===== src/rtl/beep_scheduler_if.sv =====
// Request/grant and tone signals between the sequencing logic and the buzzer scheduler.
interface beep_scheduler_if;
  logic        req_key;
  logic        req_door;
  logic        req_done;
  logic [2:0]  ack;
  logic        busy;
  logic        tone_en;
  logic [27:0] tone_div;
  logic        tone_out;

  modport master (
    output req_key, req_door, req_done,
    input  ack, busy, tone_en, tone_div, tone_out
  );

  modport slave (
    input  req_key, req_door, req_done,
    output ack, busy, tone_en, tone_div, tone_out
  );
endinterface


===== src/rtl/beep_scheduler.sv =====
// Fixed-priority buzzer arbiter with beep-pattern sequencer and square-wave tone divider.
// Optional BEEP_MUTE_EN adds a mute input that silences tone_out without affecting timing.
module beep_scheduler #(
  parameter logic [27:0] DIV_KEY  = 28'd95556,
  parameter logic [27:0] DIV_DOOR = 28'd180505,
  parameter logic [27:0] DIV_DONE = 28'd361011,
  parameter logic [27:0] ON_CYC   = 28'd10000000,
  parameter logic [27:0] OFF_CYC  = 28'd5000000
) (
  input logic clock_in,
  input logic reset,
`ifdef BEEP_MUTE_EN
  input logic mute,
`endif
  beep_scheduler_if.slave bus
);

  typedef enum logic [1:0] {IDLE, ON, OFF} state_t;

  state_t      state, state_n;
  logic [2:0]  pend, grant, ack_q;
  logic [1:0]  beeps_left;
  logic [27:0] phase_cnt, div_q, tone_cnt;
  logic        tone_q, busy_c, tone_en_c;
  logic        on_done, off_done;

  assign on_done  = (phase_cnt == ON_CYC - 28'd1);
  assign off_done = (phase_cnt == OFF_CYC - 28'd1);

  always_ff @(posedge clock_in or posedge reset) begin
    if (reset) state <= IDLE;
    else       state <= state_n;
  end

  always_comb begin
    state_n = state;
    grant   = 3'b000;
    case (state)
      IDLE: begin
        if (pend != 3'b000) begin
          state_n = ON;
          if (pend[2])      grant = 3'b100;
          else if (pend[1]) grant = 3'b010;
          else              grant = 3'b001;
        end
      end
      ON:      if (on_done) state_n = OFF;
      OFF:     if (off_done) state_n = (beeps_left != 2'd0) ? ON : IDLE;
      default: state_n = IDLE;
    endcase
  end

  always_comb begin
    busy_c    = (state != IDLE);
    tone_en_c = (state == ON);
  end

  always_ff @(posedge clock_in or posedge reset) begin
    if (reset) begin
      pend       <= 3'b000;
      ack_q      <= 3'b000;
      div_q      <= 28'd0;
      beeps_left <= 2'd0;
      phase_cnt  <= 28'd0;
    end else begin
      // a new request in the grant cycle survives the clear and replays later
      pend  <= (pend & ~grant) | {bus.req_done, bus.req_door, bus.req_key};
      ack_q <= grant;
      if (grant != 3'b000) begin
        div_q      <= grant[2] ? DIV_DONE : (grant[1] ? DIV_DOOR : DIV_KEY);
        beeps_left <= grant[2] ? 2'd3 : (grant[1] ? 2'd2 : 2'd1);
        phase_cnt  <= 28'd0;
      end else if (state == ON) begin
        if (on_done) begin
          phase_cnt  <= 28'd0;
          beeps_left <= beeps_left - 2'd1;
        end else begin
          phase_cnt <= phase_cnt + 28'd1;
        end
      end else if (state == OFF) begin
        if (off_done) phase_cnt <= 28'd0;
        else          phase_cnt <= phase_cnt + 28'd1;
      end
    end
  end

  always_ff @(posedge clock_in or posedge reset) begin
    if (reset) begin
      tone_cnt <= 28'd0;
      tone_q   <= 1'b0;
    end else if (tone_en_c) begin
      tone_q   <= (tone_cnt < (div_q >> 1));
      tone_cnt <= (tone_cnt >= div_q - 28'd1) ? 28'd0 : tone_cnt + 28'd1;
    end else begin
      tone_cnt <= 28'd0;
      tone_q   <= 1'b0;
    end
  end

  assign bus.ack      = ack_q;
  assign bus.busy     = busy_c;
  assign bus.tone_en  = tone_en_c;
  assign bus.tone_div = div_q;
`ifdef BEEP_MUTE_EN
  assign bus.tone_out = tone_q & ~mute;
`else
  assign bus.tone_out = tone_q;
`endif

endmodule


===== src/flat_wrapper.sv =====
// flat-port wrapper written by rule: the top's interface ports become plain ports
module beep_scheduler_flat 
#(
  parameter logic [27:0] DIV_KEY  = 28'd95556,
  parameter logic [27:0] DIV_DOOR = 28'd180505,
  parameter logic [27:0] DIV_DONE = 28'd361011,
  parameter logic [27:0] ON_CYC   = 28'd10000000,
  parameter logic [27:0] OFF_CYC  = 28'd5000000
)
  (clock_in, reset, bus_req_key, bus_req_door, bus_req_done, bus_ack, bus_busy, bus_tone_en, bus_tone_div, bus_tone_out);
  beep_scheduler_if bus_i ();
  input logic clock_in;
  input logic reset;
  input wire logic [$bits(bus_i.req_key)-1:0] bus_req_key;
  input wire logic [$bits(bus_i.req_door)-1:0] bus_req_door;
  input wire logic [$bits(bus_i.req_done)-1:0] bus_req_done;
  output wire logic [$bits(bus_i.ack)-1:0] bus_ack;
  output wire logic [$bits(bus_i.busy)-1:0] bus_busy;
  output wire logic [$bits(bus_i.tone_en)-1:0] bus_tone_en;
  output wire logic [$bits(bus_i.tone_div)-1:0] bus_tone_div;
  output wire logic [$bits(bus_i.tone_out)-1:0] bus_tone_out;
  assign bus_i.req_key = bus_req_key;
  assign bus_i.req_door = bus_req_door;
  assign bus_i.req_done = bus_req_done;
  assign bus_ack = bus_i.ack;
  assign bus_busy = bus_i.busy;
  assign bus_tone_en = bus_i.tone_en;
  assign bus_tone_div = bus_i.tone_div;
  assign bus_tone_out = bus_i.tone_out;
  beep_scheduler #(.DIV_KEY(DIV_KEY), .DIV_DOOR(DIV_DOOR), .DIV_DONE(DIV_DONE), .ON_CYC(ON_CYC), .OFF_CYC(OFF_CYC)) u_core (.clock_in(clock_in), .reset(reset), .bus(bus_i));
endmodule

===== config.mk =====
export PLATFORM = sky130hd
export DESIGN_NAME = beep_scheduler_flat
export DESIGN_NICKNAME = d
export VERILOG_FILES = /design/src/rtl/beep_scheduler_if.sv /design/src/rtl/beep_scheduler.sv /design/src/flat_wrapper.sv
export SDC_FILE = /design/constraint.sdc
export NUM_CORES = 1
export LEC_CHECK = 0
export CAP_MARGIN = 40
export CORE_MARGIN = 3
export CORE_UTILIZATION = 35
export CTS_CLUSTER_DIAMETER = 30
export DETAILED_ROUTE_END_ITERATION = 10
export GPL_ROUTABILITY_DRIVEN = 0
export SYNTH_ARGS = -nofsm -noshare
export SYNTH_HDL_FRONTEND = slang
export SYNTH_SLANG_ARGS = --single-unit

===== constraint.sdc =====
create_clock -name clock_in -period 4.15 [get_ports clock_in]
set_input_delay 0.415 -clock clock_in [delete_from_list [all_inputs] [get_ports clock_in]]
set_output_delay 0.415 -clock clock_in [all_outputs]
set_load 0.02 [all_outputs]

Word-level counts from Yosys, hierarchy flattened
Index checks and enable logic that the tools add are counted.

Shift operators: 0. Multiplexer cells: 24. Div/mod/pow operators: 0. Equal/unequal tests: 7. Bitwise logic cells: 3. Reduce and logical (&&, ||, !) cells: 10. Multiply operators: 0. Order comparisons: 2. $add $sub $neg: 4.

Operator list (count): 28-bit 2-to-1 mux (8); 28-bit by 1-bit adder with 28-bit output, second input constant (2); 28-bit by 23-bit equality test with 1-bit output, second input constant (1); 28-bit by 24-bit equality test with 1-bit output, second input constant (1); 28-bit >= comparator (1); 28-bit by 27-bit < comparator with 1-bit output (1); 28-bit by 1-bit subtractor with 28-bit output, second input constant (1); 18-bit 2-to-1 mux (1); 2-bit 2-to-1 mux (9); 3-bit 2-to-1 mux (3); 3-bit nonzero test (3); 2-bit nonzero test (4); 2-bit by 1-bit != test with 1-bit output, second input constant (3); 2-bit one-hot mux with 3 select lines (1); 3-bit bitwise AND (1); 3-bit inverter (1); 3-bit OR (1); 3-bit AND reduction (1); 2-bit by 1-bit equality test with 1-bit output, second input constant (1); 2-bit equality test, second input constant (1); 2-bit logical NOT (1); 1-bit 2-to-1 mux (2); 2-bit AND reduction (1); 2-bit by 1-bit subtractor with 2-bit output, second input constant (1).

Output and inout port bits: 34. Memory bits (read-only): 0. Memories kept: 0. Logic and storage cells: 58. Register bits after elaboration: 95. Bits in latches: 0. RAM bits: 0.

Logic depth before layout (Yosys ltp)
Gate-level depths: netlist (run 1).

Depth after elaboration: 7. Gate-level depth with buffers: 17. Depth with buffers taken out: 14.

Worst setup path before layout (run 1)
No wires, ideal clock.

Path type: register to register. Start point: register u_core.div_q[9], in the netlist u_core.bus.tone_div[9]. End point: register u_core.tone_cnt[10]. Period minus slack after synthesis: 3.469 ns. Stages on the path, launching flop included: 17. Data arrival time: 3.398 ns. Setup slack: 0.681 ns. Buffers on the path: 3. Path through: dfrtp_1 clkbuf_1 inv_1 ha_1 nand2_1 nand2_1 nor4_1 nor2_1 ha_1 a21oi_1 o22ai_1 a2111oi_0 o21ai_0 a311o_1 buf_4 buf_6 nor2_1.

Word-level cells in the longest chain between the ends: 4.

RTL lines: from (decl) (line beep_scheduler.sv:23) `logic [27:0] phase_cnt, div_q, tone_cnt;`; from (signal assigned) (line beep_scheduler.sv:70) `div_q <= grant[2] ? DIV_DONE : (grant[1] ? DIV_DOOR : DIV_KEY);`; 28-bit by 1-bit subtractor with 28-bit output (line beep_scheduler.sv:93) `tone_cnt <= (tone_cnt >= div_q - 28'd1) ? 28'd0 : tone_cnt + 28'd1;`; 28-bit >= comparator (line beep_scheduler.sv:93); 28-bit 2-to-1 mux (line beep_scheduler.sv:93); 28-bit 2-to-1 mux (line beep_scheduler.sv:91) `end else if (tone_en_c) begin`; to (signal assigned) (line beep_scheduler.sv:93); to (decl) (line beep_scheduler.sv:23).

Every way passes these cells. A chain may end at the register's enable or synchronous reset.

Worst setup path after layout (run 1)
Start point: register u_core.div_q[15], in the netlist u_core.bus.tone_div[15]. End point: register u_core.tone_cnt[16].

Same word-level chain as after synthesis.

==> flow_summary_export.csv, run 1 <==
group,metric,value,unit
detailed_routing,top_layer,"met4",
yosys,synth_warnings,0,
worst_setup_path,critPathKind,"register to register",
timing,rsz0062_at_grt,"no",
cts,post_cts_buffers,0,
grt,grt_pass1_wl,19500,um
place,io_buffers,27,
yosys,synth-edff-count,0,
detailed_routing,drtPass1Iterations,4,
floorplan,dieArea,16200,um^2
worst_setup_path,critPathCapture,"u_core.tone_cnt[16]",
yosys,ys_types,74,
floorplan,dieWidth,127,um
cts,ctsHoldBuffers,0,
timing,fmax,276,MHz
layout,syn_to_final_growth,12.0,%
power,p_int,0.00115,W
power,p_per_area,261,nW/um^2
layout,antenna_cells,0,
power,clkPwrFrac,47.4,%
grt,grt.total_usage,14.8,%
job,drv_cap,0,
detailed_routing,ant_nets,0,
timing,tns,0,ns
layout,fill_cells,1386,
hold_path,hold_class,"input port to async pin",
yosys,netlist_instances,549,
layout,final_common_cell,"dfrtp_1",
worst_setup_path,endpoint_kind,"register",
detailed_routing,met1_length,5260,um
power,swShare,23.9,%
cts,clk_latency,0.34,ns
timing,finalSetupViolCount,0,
cts,htreeDepth,3,
status,outcome,"finished clean",
timing,finalCritPeriodShare,87.2,%
grt,grt_max_degree,37,
worst_setup_path,critPathMaxFanout,20,
layout,mostFrequentLayoutCells,"dfrtp_1, nor2_1, ha_1",
worst_setup_path,critPathLaunchType,"register",
floorplan,die_h,127,um
floorplan,start_util,36.4,%
power,combPwrFrac,4.8,%
yosys,avgSynthCellArea,9.37,um^2
detailed_routing,drc,0,
yosys,seq_area_frac_synth,35.5,%
grt,grt_antenna_before_repair,0,
timing,hold_violations,0,
worst_setup_path,r2r-end,"u_core.tone_cnt[16]",
worst_setup_path,required,4.41,ns
cts,clkSlewWorstSetupHoldPaths,0.06,ns
detailed_routing,vias_per_cell,5.23,
floorplan,io_pins,39,
timing,report.final.slew_viol_count,0,
detailed_routing,vias,3948,
power,irDropWorstVdd,0.189,mV
timing,worst_slew_margin_rel,56.1,%
grt,grt_overflow,0,
cts,cts_made_buffers,9,
power,p_total,0.00150,W
worst_setup_path,crit_path_start,"u_core.bus.tone_div[15]",
worst_setup_path,reg2reg_depth,13,
cts,post_cts_resized,0,
floorplan,fp-row-count,43,
cts,clock_path_buffers,2,
layout,layout.nets,624,
power,p_sw,0.000359,W
timing,fin_skew,0.00745,ns
grt,grt_pass1_vias,3839,
floorplan,coreArea,14100,um^2
yosys,async_flop_share,100,%
yosys,netlist_area,5140,um^2
layout,seqCellArea,1830,um^2
detailed_routing,drtIter0Drc,179,
cts,cts_tree,"built",
worst_setup_path,r2r-start,"u_core.bus.tone_div[15]",
cts,clockRootBuffer,"clkbuf_16",
detailed_routing,wl_met3,414,um
layout,multiInputGateArea,2980,um^2
layout,layout-drive-gt1-share,10.6,%
detailed_routing,route.detailed.wl_per_inst,15.5,um
worst_setup_path,cp_data_arrival_time,3.88,ns
timing,tightest_slew,0.652,ns
detailed_routing,drt_wl_total,11700,um
cts,cts_sinks,73,
place,hpwl,8750,um
power,power_frac_seq,47.8,%
yosys,synthFlopType,"dfrtp_1",
worst_setup_path,r2r_slack,0.53,ns
power,leakagePower,2.63,nW
yosys,ys_ff_latch,73,
timing,period_minus_slack,3.62,ns
detailed_routing,met2_length,5760,um
cell usage after synthesis (all sizes together), types with 4 or more instances:
master	instances	area share (%)
nand2	33	2.4
xnor2	32	5.4
nor2	72	5.6
nor2b	6	0.73
a21o	16	2.3
dfrtp	73	36
nor3	18	2.3
or3	7	0.90
clkbuf	5	0.39
and2	4	0.51
nand3	25	2.9
nor4	9	2.3
nor3b	4	0.68
a21oi	26	2.6
o31ai	4	0.95
buf	29	4.7
inv	31	2.3
ha	49	12
xor2	15	2.6
nand2b	5	0.61
and3	8	1.1
nand4	17	2.5
o21ai	21	2.1
power by group through the flow:
stage | logic (W) | clock network, W | registers, W
detailed placement | 0.0000721 | 0 | 0.000732
global placement | 0.0000690 | 0 | 0.000732
CTS | 0.0000728 | 0.000740 | 0.000719
finish | 0.0000716 | 0.000714 | 0.000719
floorplan | 0.0000548 | 0 | 0.000732
global route | 0.0000802 | 0.000776 | 0.000719
through the flow:
stage                     hold WS [ns]  setup WS (ns)  instances  utilization (%)  area (um^2)
after global routing             0.339          0.109        755             40.7         5760
final                            0.325          0.530        755             40.7         5760
after CTS                        0.329          0.551        755             40.7         5760
after floorplan                  0.474          0.681        559                -         5180
after detailed placement         0.513          0.586        739             38.8         5490
after global placement           0.509          0.576        737             38.5         5450
routing by layer:
metal	vias up	track usage, %
li1	1951	-
met2	90	25.1
met4	0	5.55
met5	-	0
met3	22	3.18
met1	1885	18.7
sequential cells by signal, indices dropped and copies added (netlist names):
| name | count |
|---|---|
| u_core.beeps_left | 2 |
| u_core.bus.tone_out | 1 |
| u_core.phase_cnt | 28 |
| u_core.bus.tone_div | 6 |
| u_core.pend | 3 |
| u_core.bus.ack | 3 |
| u_core.tone_cnt | 28 |
| u_core.state | 2 |
worst min path at each step:
stage	startpoint	to	slack, ns	depth (start not counted)
after floorplan	u_core.phase_cnt[4]	u_core.phase_cnt[4]	0.47	1
after global placement	u_core.pend[2]	u_core.pend[2]	0.51	1
after detailed placement	u_core.phase_cnt[4]	u_core.phase_cnt[4]	0.51	1
after CTS	reset	u_core.tone_cnt[21]	0.33	2
after global routing	reset	u_core.tone_cnt[21]	0.34	2
final	reset	u_core.tone_cnt[24]	0.33	2
critical path: stages, from the launching register on:
cell and delay (ns):
dfrtp_1 0.51, inv_1 0.19, ha_1 0.27, nor2b_1 0.14, o21ai_0 0.42, xnor2_1 0.19, ha_1 0.27, nand3_1 0.11
o22ai_1 0.09, a2111oi_0 0.33, o21ai_0 0.17, a311o_1 0.49, buf_8 0.23, nor2_1 0.11
cell families after synthesis:
family | synth area share, %
multiplexers | 0.195
AND/OR/NAND/NOR | 25.1
flip-flops | 35.5
other | 0.0729
adder cells (fa/ha/maj) | 11.9
XOR/XNOR | 8.00
buffers and inverters | 7.32
AO/OA/AOI/OAI | 11.8
layout make-up:
class / count / area share [%]
timing repair buffer: 34 / 5.95
sequential: 73 / 31.7
clock buffer: 10 / 3.97
multi-input combinational: 421 / 51.7
inverter: 31 / 2.02
clock inverter: 6 / 0.738
tap: 180 / 3.91
(Power assumes the default switching activity.)
==> run 2, diff against run 1 <==
- HOLD_SLACK_MARGIN: default -> 0.1
- SKIP_LAST_GASP: default -> 1
==> results of run 2 <==
Final layout, timing and power as in run 1 (identical DEF).
